$ cat src/rtl/fetch_unit.sv
// ---------------------------------------------------------------------------
// fetch_unit
// Instruction fetch stage sitting directly in front of the ALU stage. Owns the
// program counter, reads a synchronous instruction memory with one cycle of
// read latency, resolves JMP and HALT locally and squashes the single
// wrong-path instruction on a taken BRZ reported by the ALU.
//
// Ports
//   clk         in   1       single clock, all state updates on posedge
//   rst         in   1       asynchronous, active-high reset
//   run         in   1       fetch enable; 0 pauses issue and holds the PC
//   imem_addr   out  ADDR_W  instruction memory read address
//   imem_rd_en  out  1       read strobe; data appears on imem_data next cycle
//   imem_data   in   16      instruction for the previous cycle's read
//   ins_out     out  16      instruction to the ALU; 16'h0000 (NOP) if none
//   branch_en   in   1       taken BRZ from the ALU (same-cycle)
//   branch_val  in   16      BRZ target; only [ADDR_W-1:0] used
//   halted      out  1       HALT retired; sticky until rst
//   dbg_state   out  1       current FSM state (0 = FETCH, 1 = HALTED)
//
// Handshake: there is no backpressure. A read issued with imem_rd_en in cycle
// t is always consumed in cycle t+1 (delivered, redirected or squashed), and
// ins_out is accepted by the ALU every cycle.
// ---------------------------------------------------------------------------
module fetch_unit #(
  parameter int unsigned        ADDR_W   = 12,
  parameter logic [ADDR_W-1:0]  RESET_PC = '0,
  parameter logic [3:0]         OP_JMP   = 4'h6,
  parameter logic [3:0]         OP_HALT  = 4'hF
) (
  input  logic              clk,
  input  logic              rst,
  input  logic              run,
  output logic [ADDR_W-1:0] imem_addr,
  output logic              imem_rd_en,
  input  logic [15:0]       imem_data,
  output logic [15:0]       ins_out,
  input  logic              branch_en,
  input  logic [15:0]       branch_val,
  output logic              halted,
  output logic              dbg_state
);

  typedef enum logic [0:0] {
    S_FETCH  = 1'b0,
    S_HALTED = 1'b1
  } state_t;

  state_t            state_q, state_d;
  logic [ADDR_W-1:0] pc_q, pc_d;
  logic              vld_q, vld_d;

  logic [3:0] op;
  logic       br_act;
  logic       jmp_hit;
  logic       halt_hit;

  assign op = imem_data[15:12];

  // A taken branch only matters while fetching; once halted it is ignored.
  assign br_act   = branch_en & (state_q == S_FETCH);
  // JMP/HALT arriving alongside a taken branch are wrong-path and discarded.
  assign jmp_hit  = vld_q & (op == OP_JMP)  & ~br_act;
  assign halt_hit = vld_q & (op == OP_HALT) & ~br_act;

  always_comb begin
    state_d    = state_q;
    pc_d       = pc_q;
    vld_d      = 1'b0;
    imem_addr  = pc_q;
    imem_rd_en = 1'b0;
    ins_out    = 16'h0000;

    // Redirect priority: ALU branch, then local JMP, then sequential PC.
    if (br_act) begin
      imem_addr = branch_val[ADDR_W-1:0];
    end else if (jmp_hit) begin
      imem_addr = imem_data[ADDR_W-1:0];
    end

    // Reset also gates the strobe so no read is issued while it is held.
    imem_rd_en = ~rst & run & (state_q == S_FETCH) & ~halt_hit;

    if (vld_q & ~br_act & ~jmp_hit & ~halt_hit) begin
      ins_out = imem_data;
    end

    if (imem_rd_en) begin
      pc_d  = imem_addr + ADDR_W'(1);
      vld_d = 1'b1;
    end else if (br_act | jmp_hit) begin
      // Paused fetch still records the redirect so it resumes at the target.
      pc_d = imem_addr;
    end

    if ((state_q == S_FETCH) && halt_hit) begin
      state_d = S_HALTED;
    end
  end

  always_ff @(posedge clk or posedge rst) begin
    if (rst) begin
      state_q <= S_FETCH;
      pc_q    <= RESET_PC;
      vld_q   <= 1'b0;
    end else begin
      state_q <= state_d;
      pc_q    <= pc_d;
      vld_q   <= vld_d;
    end
  end

  assign halted    = (state_q == S_HALTED);
  assign dbg_state = state_q;

endmodule

$ cat config.mk
export PLATFORM = sky130hd
export DESIGN_NAME = fetch_unit
export DESIGN_NICKNAME = d
export VERILOG_FILES = /design/src/rtl/fetch_unit.sv
export SDC_FILE = /design/constraint.sdc
export NUM_CORES = 1
export LEC_CHECK = 0
export ABC_AREA = 1
export BUFFER_PORTS_ARGS = -buffer_cell sky130_fd_sc_hd__buf_4
export CAP_MARGIN = 10
export CORE_ASPECT_RATIO = 1.25
export CORE_MARGIN = 2
export CORE_UTILIZATION = 50
export DETAILED_ROUTE_END_ITERATION = 10
export PLACE_DENSITY = 0.87
export SLEW_MARGIN = 20
export SYNTH_ARGS = -nofsm -noshare
export SYNTH_HDL_FRONTEND = slang
export SYNTH_SLANG_ARGS = --single-unit
$ cat constraint.sdc
create_clock -name clk -period 3.04 [get_ports clk]
set_input_delay 0.608 -clock clk [delete_from_list [all_inputs] [get_ports clk]]
set_output_delay 0.608 -clock clk [all_outputs]
set_load 0.005 [all_outputs]
[After elaboration in Yosys (flattened, before gate mapping)]
Cells that the tools add are included.
Storage, ports and cells
  bits in registers: 14
  input bits: 36
  output and inout port bits: 31
  word-level logic and storage cells: 31
Cells by class
  add/sub/neg operators: 1
  equal/unequal tests: 2
  muxes and demuxes: 6
  bitwise logic cells: 17
  reduce and logical (&&, ||, !) cells: 2
Operators with widths (count)
  $mux W12: 4
  $mux W16: 1
  $add A12 B1 Y12 const B: 1
  $and A1 B1 Y1: 11
  $not A1 Y1: 5
  $eq A4 B3 Y1 const B: 1
  $eq A4 B4 Y1 const B: 1
  $reduce_bool A2 Y1: 1
  $logic_and A1 B1 Y1: 1
  $mux W1: 1
  $or A1 B1 Y1: 1

[Longest topological paths before layout]
  depth after elaboration: 8
  gate-level depth with buffers: 14
  mapped depth without buffers: 13

[Least setup slack after synthesis]
Ideal clock, no wire load.
  kind: input -> output
  from: input port imem_data[13]
  to: output port ins_out[10]
  arrival time: 1.483 ns
  data required time: 2.432 ns
  setup slack: 0.949 ns
  stages on the path: 7
  cell sequence: nand2_2 > clkinv_2 > nand3_4 > buf_6 > nand3_1 > buf_2 > nor2_1
On the way
  word-level cells in the longest chain between the ends: 7
  elaborated cells between the ends (all ways): 11
  those cells by class: eq/ne (2); mux (1); bitwise (8)
Ends and longest elaborated chain
  from (decl): line 36  | input logic [15:0] imem_data,
  $eq A4 B3 Y1: line 63  | assign jmp_hit = vld_q & (op == OP_JMP) & ~br_act;
  $and A1 B1 Y1 (2 in a row): line 63
  $not A1 Y1: line 84  | if (vld_q & ~br_act & ~jmp_hit & ~halt_hit) begin
  $and A1 B1 Y1: line 84
  $and A1 B1 Y1 (*): line 84
  $mux W16 (*): line 84
  to (decl): line 37  | output logic [15:0] ins_out,
Every way passes the cells marked *; elsewhere a longest branch is shown, timed or not.

[Final worst setup path]
  from: register state_q (netlist: dbg_state)
  to: output port ins_out[11]
On the way
  word-level cells in the longest chain between the ends: 8
  elaborated cells between the ends (all ways): 11
  those cells by class: mux (1); bitwise (10)
Ends and longest elaborated chain
  from (decl): line 49  | state_t state_q, state_d;
  from (signal assigned): line 107  | state_q <= state_d;
  $not A1 Y1 (*): line 61  | assign br_act = branch_en & (state_q == S_FETCH);
  $and A1 B1 Y1 (*): line 61
  $not A1 Y1 (*): line 63, 64, 84
  $and A1 B1 Y1: line 63
  $not A1 Y1: line 84
  $and A1 B1 Y1: line 84
  $and A1 B1 Y1 (*): line 84
  $mux W16 (*): line 84
Marks and branches as above.

==> out/metrics.yaml <==
detailed_routing:
  drc_errors: 0
  detail-route-antenna-nets: 0
  drt_pass1_iterations: 4
  postRouteWirelength_microns: 3360
  avgViaCountPerCell: 4.91
  post_drt_wl_per_cell_microns: 11.2
  vias: 1478
  dr_iter_0_viols: 28
synthesis:
  synth_fp_nets: 241
  postSynthAreaPerCell_sq_um: 6.88
  yosysUniqueCellTypes: 29
  synth-async-reset-ratio: 1.00
  number_of_standard_cells_after_synthesis: 204
  synth_enable_flop_cells: 0
  syn-cell-area_sq_um: 1400
  synth_seq_area_share: 0.250
  synthesis.yosys.warnings: 0
  synth_flop_cell: "sky130_fd_sc_hd__dfrtp_1"
  synth.ff_latch_count: 14
setup_path:
  timing_worst_setup_path_type: "flip-flop to output pin"
  cp-start-kind: "flip-flop"
  setup.worst_path.start: "dbg_state"
  timing.critical_path.arrival_ns: 2.02
  timing.critical_path.fanout_max: 24
  crit_required_ns: 2.43
  crit-reg2reg-launch: "dbg_state"
  critical_path.endpoint_type: "output pin"
timing:
  worst_slew_margin_rel: 0.814
  finalHoldViolCount: 0
  tightest_slew_ns: 0.278
  setup_repair_after_global_routing_missed_its_margin: "no"
  worst_clock_skew_ns: 0.00431
  postLayoutSetupSlackWorst_ns: 0.416
  fin_crit_sh: 0.863
  finalSetupTns_ns: 0
  fmax_mhz: 381
  setup_viol: 0
  post-route-min-period_ns: 2.62
  number_of_max_slew_violations_in_the_final_report: 0
floorplan:
  core-area_sq_um: 2680
  die_area_sq_um: 3250
  die_w_microns: 51.4
  floorplan.initialDensity: 0.524
  die-height_microns: 63.2
  design.portCount: 67
  rows: 21
global_route:
  largest_net_degree_at_the_start_of_global_routing: 25
  number_of_antenna_violations_at_the_first_check_in_global_routing: 0
  grt.met3_usage: 0.0213
  grt_overflow_total: 0
  grt_first_pass_wirelength_microns: 5750
  grt.met2_usage: 0.407
  met1_usage: 0.270
  groute.usage.overall: 0.224
  first_global_vias: 1394
  global_route.peak_usage_layer: "met2"
placement:
  io_buffers: 62
  dp_hpwl_microns: 2740
  pre_cts_ws_ns: 0.415
  gp_congestion: 0.828
cts:
  cts.sink_count: 14
  htreeDepth: 1
  tritoncts: "yes"
  clockBufferDepth: 2
  cts-resized-gates: 0
  clk_root_buf: "sky130_fd_sc_hd__clkbuf_4"
  path_clk_slew_ns: 0.08
  post-cts-setup-buffer-count: 0
  ctsHoldBuffers: 0
  clock_latency_ns: 0.27
  cts_buffers: 3
finish:
  antenna_cells: 0
  ff_latch_area_sq_um: 350
  fillers: 238
  num-nets-final: 306
  area_overhead_of_the_layout_relative_to_synthesis_pct: 36.1
  drive_above_1_share: 0.423
  multiInputGateArea_sq_um: 840
flow_run:
  max_cap_violations: 0
worst_hold_path:
  worst_hold_path_type: "primary input to async pin"
pwr:
  ir_drop_mv: 0.148
  leakagePower_uw: 0.00115
  power.density_nw_per_um2: 190
run_status:
  run_status: "completed"
==> sequential cells by signal (all words and copies together), names as in the netlist <==
register   flops
dbg_state      1
pc_q          12
vld_q          1
==> logic make-up after synthesis <==
kind of cell	Yosys count	share of synthesized area
flip-flops	14	0.250
AND/OR/NAND/NOR	134	0.550
buffers and inverters	48	0.152
XOR/XNOR	4	0.0250
AO/OA/AOI/OAI	3	0.0143
adder cells (fa/ha/maj)	1	0.00891
==> area by class of cell <==
| cell class | count | share of cell area |
|---|---|---|
| multi-input combinational | 142 | 0.439 |
| timing repair buffer | 65 | 0.255 |
| sequential | 14 | 0.183 |
| inverter | 43 | 0.0878 |
| tap | 34 | 0.0223 |
| clock buffer | 3 | 0.0118 |
==> layer usage <==
metal  share of wire  up-vias
li1                -      755
met1            0.40      671
met2            0.53       50
met3           0.055        2
met4          0.0080        0
met5               0        -
==> per-stage QoR <==
stage	util	instance area [sq um]	cells	hold WS, ns	total power (uW)
3_5_place_dp	0.704	1890	298	0.543	264
5_1_grt	0.713	1910	301	0.339	383
3_3_place_gp	0.704	1890	298	0.527	263
2_1_floorplan	-	1400	204	0.505	219
4_1_cts	0.713	1910	301	0.329	366
6_report	0.713	1910	301	0.328	363
==> final timing paths <==
path                                to  slack [ns]  cells past startpoint
setup / recovery           ins_out[11]        0.42                      9
hold / removal                 pc_q[4]        0.33                      3
setup reg to reg               pc_q[6]        1.04                     11
hold reg to reg                pc_q[3]        0.55                      2
max in group asynchronous      pc_q[9]        2.54                      3
min in group clk               pc_q[3]        0.55                      2
==> worst max-delay path, stage by stage, from the launching register on <==
cell and delay (ns):
sky130_fd_sc_hd__dfrtp_1 0.39, sky130_fd_sc_hd__inv_2 0.08, sky130_fd_sc_hd__nand2_4 0.22, sky130_fd_sc_hd__clkinv_4 0.15, sky130_fd_sc_hd__nor2_2 0.16, sky130_fd_sc_hd__nand2_2 0.10
sky130_fd_sc_hd__nand3_1 0.23, sky130_fd_sc_hd__buf_4 0.23, sky130_fd_sc_hd__nor2_1 0.06, sky130_fd_sc_hd__buf_4 0.13
==> placed cells by master (no fill, tap or decap), types with 2 or more instances in the layout <==
| cell type | Yosys | layout |
|---|---|---|
| sky130_fd_sc_hd__buf_4 | 1 | 65 |
| sky130_fd_sc_hd__nand2_1 | 43 | 43 |
| sky130_fd_sc_hd__inv_1 | 38 | 38 |
| sky130_fd_sc_hd__nand3_1 | 21 | 21 |
| sky130_fd_sc_hd__nor2_1 | 21 | 21 |
| sky130_fd_sc_hd__dfrtp_1 | 14 | 14 |
| sky130_fd_sc_hd__nor2_2 | 11 | 11 |
| sky130_fd_sc_hd__nand3_2 | 7 | 7 |
| sky130_fd_sc_hd__nand4_1 | 7 | 7 |
| sky130_fd_sc_hd__or2_2 | 5 | 5 |
| sky130_fd_sc_hd__nand2_2 | 4 | 4 |
| sky130_fd_sc_hd__nand2_4 | 4 | 4 |
| sky130_fd_sc_hd__nor2_4 | 4 | 4 |
| sky130_fd_sc_hd__inv_2 | 3 | 3 |
| sky130_fd_sc_hd__xor2_1 | 3 | 3 |
| sky130_fd_sc_hd__clkbuf_4 | 0 | 3 |
| sky130_fd_sc_hd__nor2_8 | 2 | 2 |
| sky130_fd_sc_hd__o211ai_1 | 2 | 2 |
==> synthesized netlist by cell type (2+ instances only) <==
master	n	area, sq um
sky130_fd_sc_hd__nand2_1	43	161
sky130_fd_sc_hd__nand2_2	4	25.0
sky130_fd_sc_hd__or2_2	5	31.3
sky130_fd_sc_hd__nor2_1	21	78.8
sky130_fd_sc_hd__nor2_8	2	40.0
sky130_fd_sc_hd__nor2_4	4	45.0
sky130_fd_sc_hd__inv_1	38	143
sky130_fd_sc_hd__buf_6	3	33.8
sky130_fd_sc_hd__o211ai_1	2	15.0
sky130_fd_sc_hd__nand4_1	7	43.8
sky130_fd_sc_hd__nor2_2	11	68.8
sky130_fd_sc_hd__nand3_1	21	105
sky130_fd_sc_hd__nand2_4	4	45.0
sky130_fd_sc_hd__nand3_2	7	70.1
sky130_fd_sc_hd__xor2_1	3	26.3
sky130_fd_sc_hd__inv_2	3	11.3
sky130_fd_sc_hd__dfrtp_1	14	350
==> power breakdown <==
group | total, uW | leakage, uW | internal (uW) | switching, uW
Clock | 103 | 0.0000138 | 45.9 | 57.2
Sequential | 190 | 0.000174 | 189 | 0.970
Combinational | 70.3 | 0.000966 | 37.5 | 32.8
Note: power is estimated with default switching activity, not from simulation.
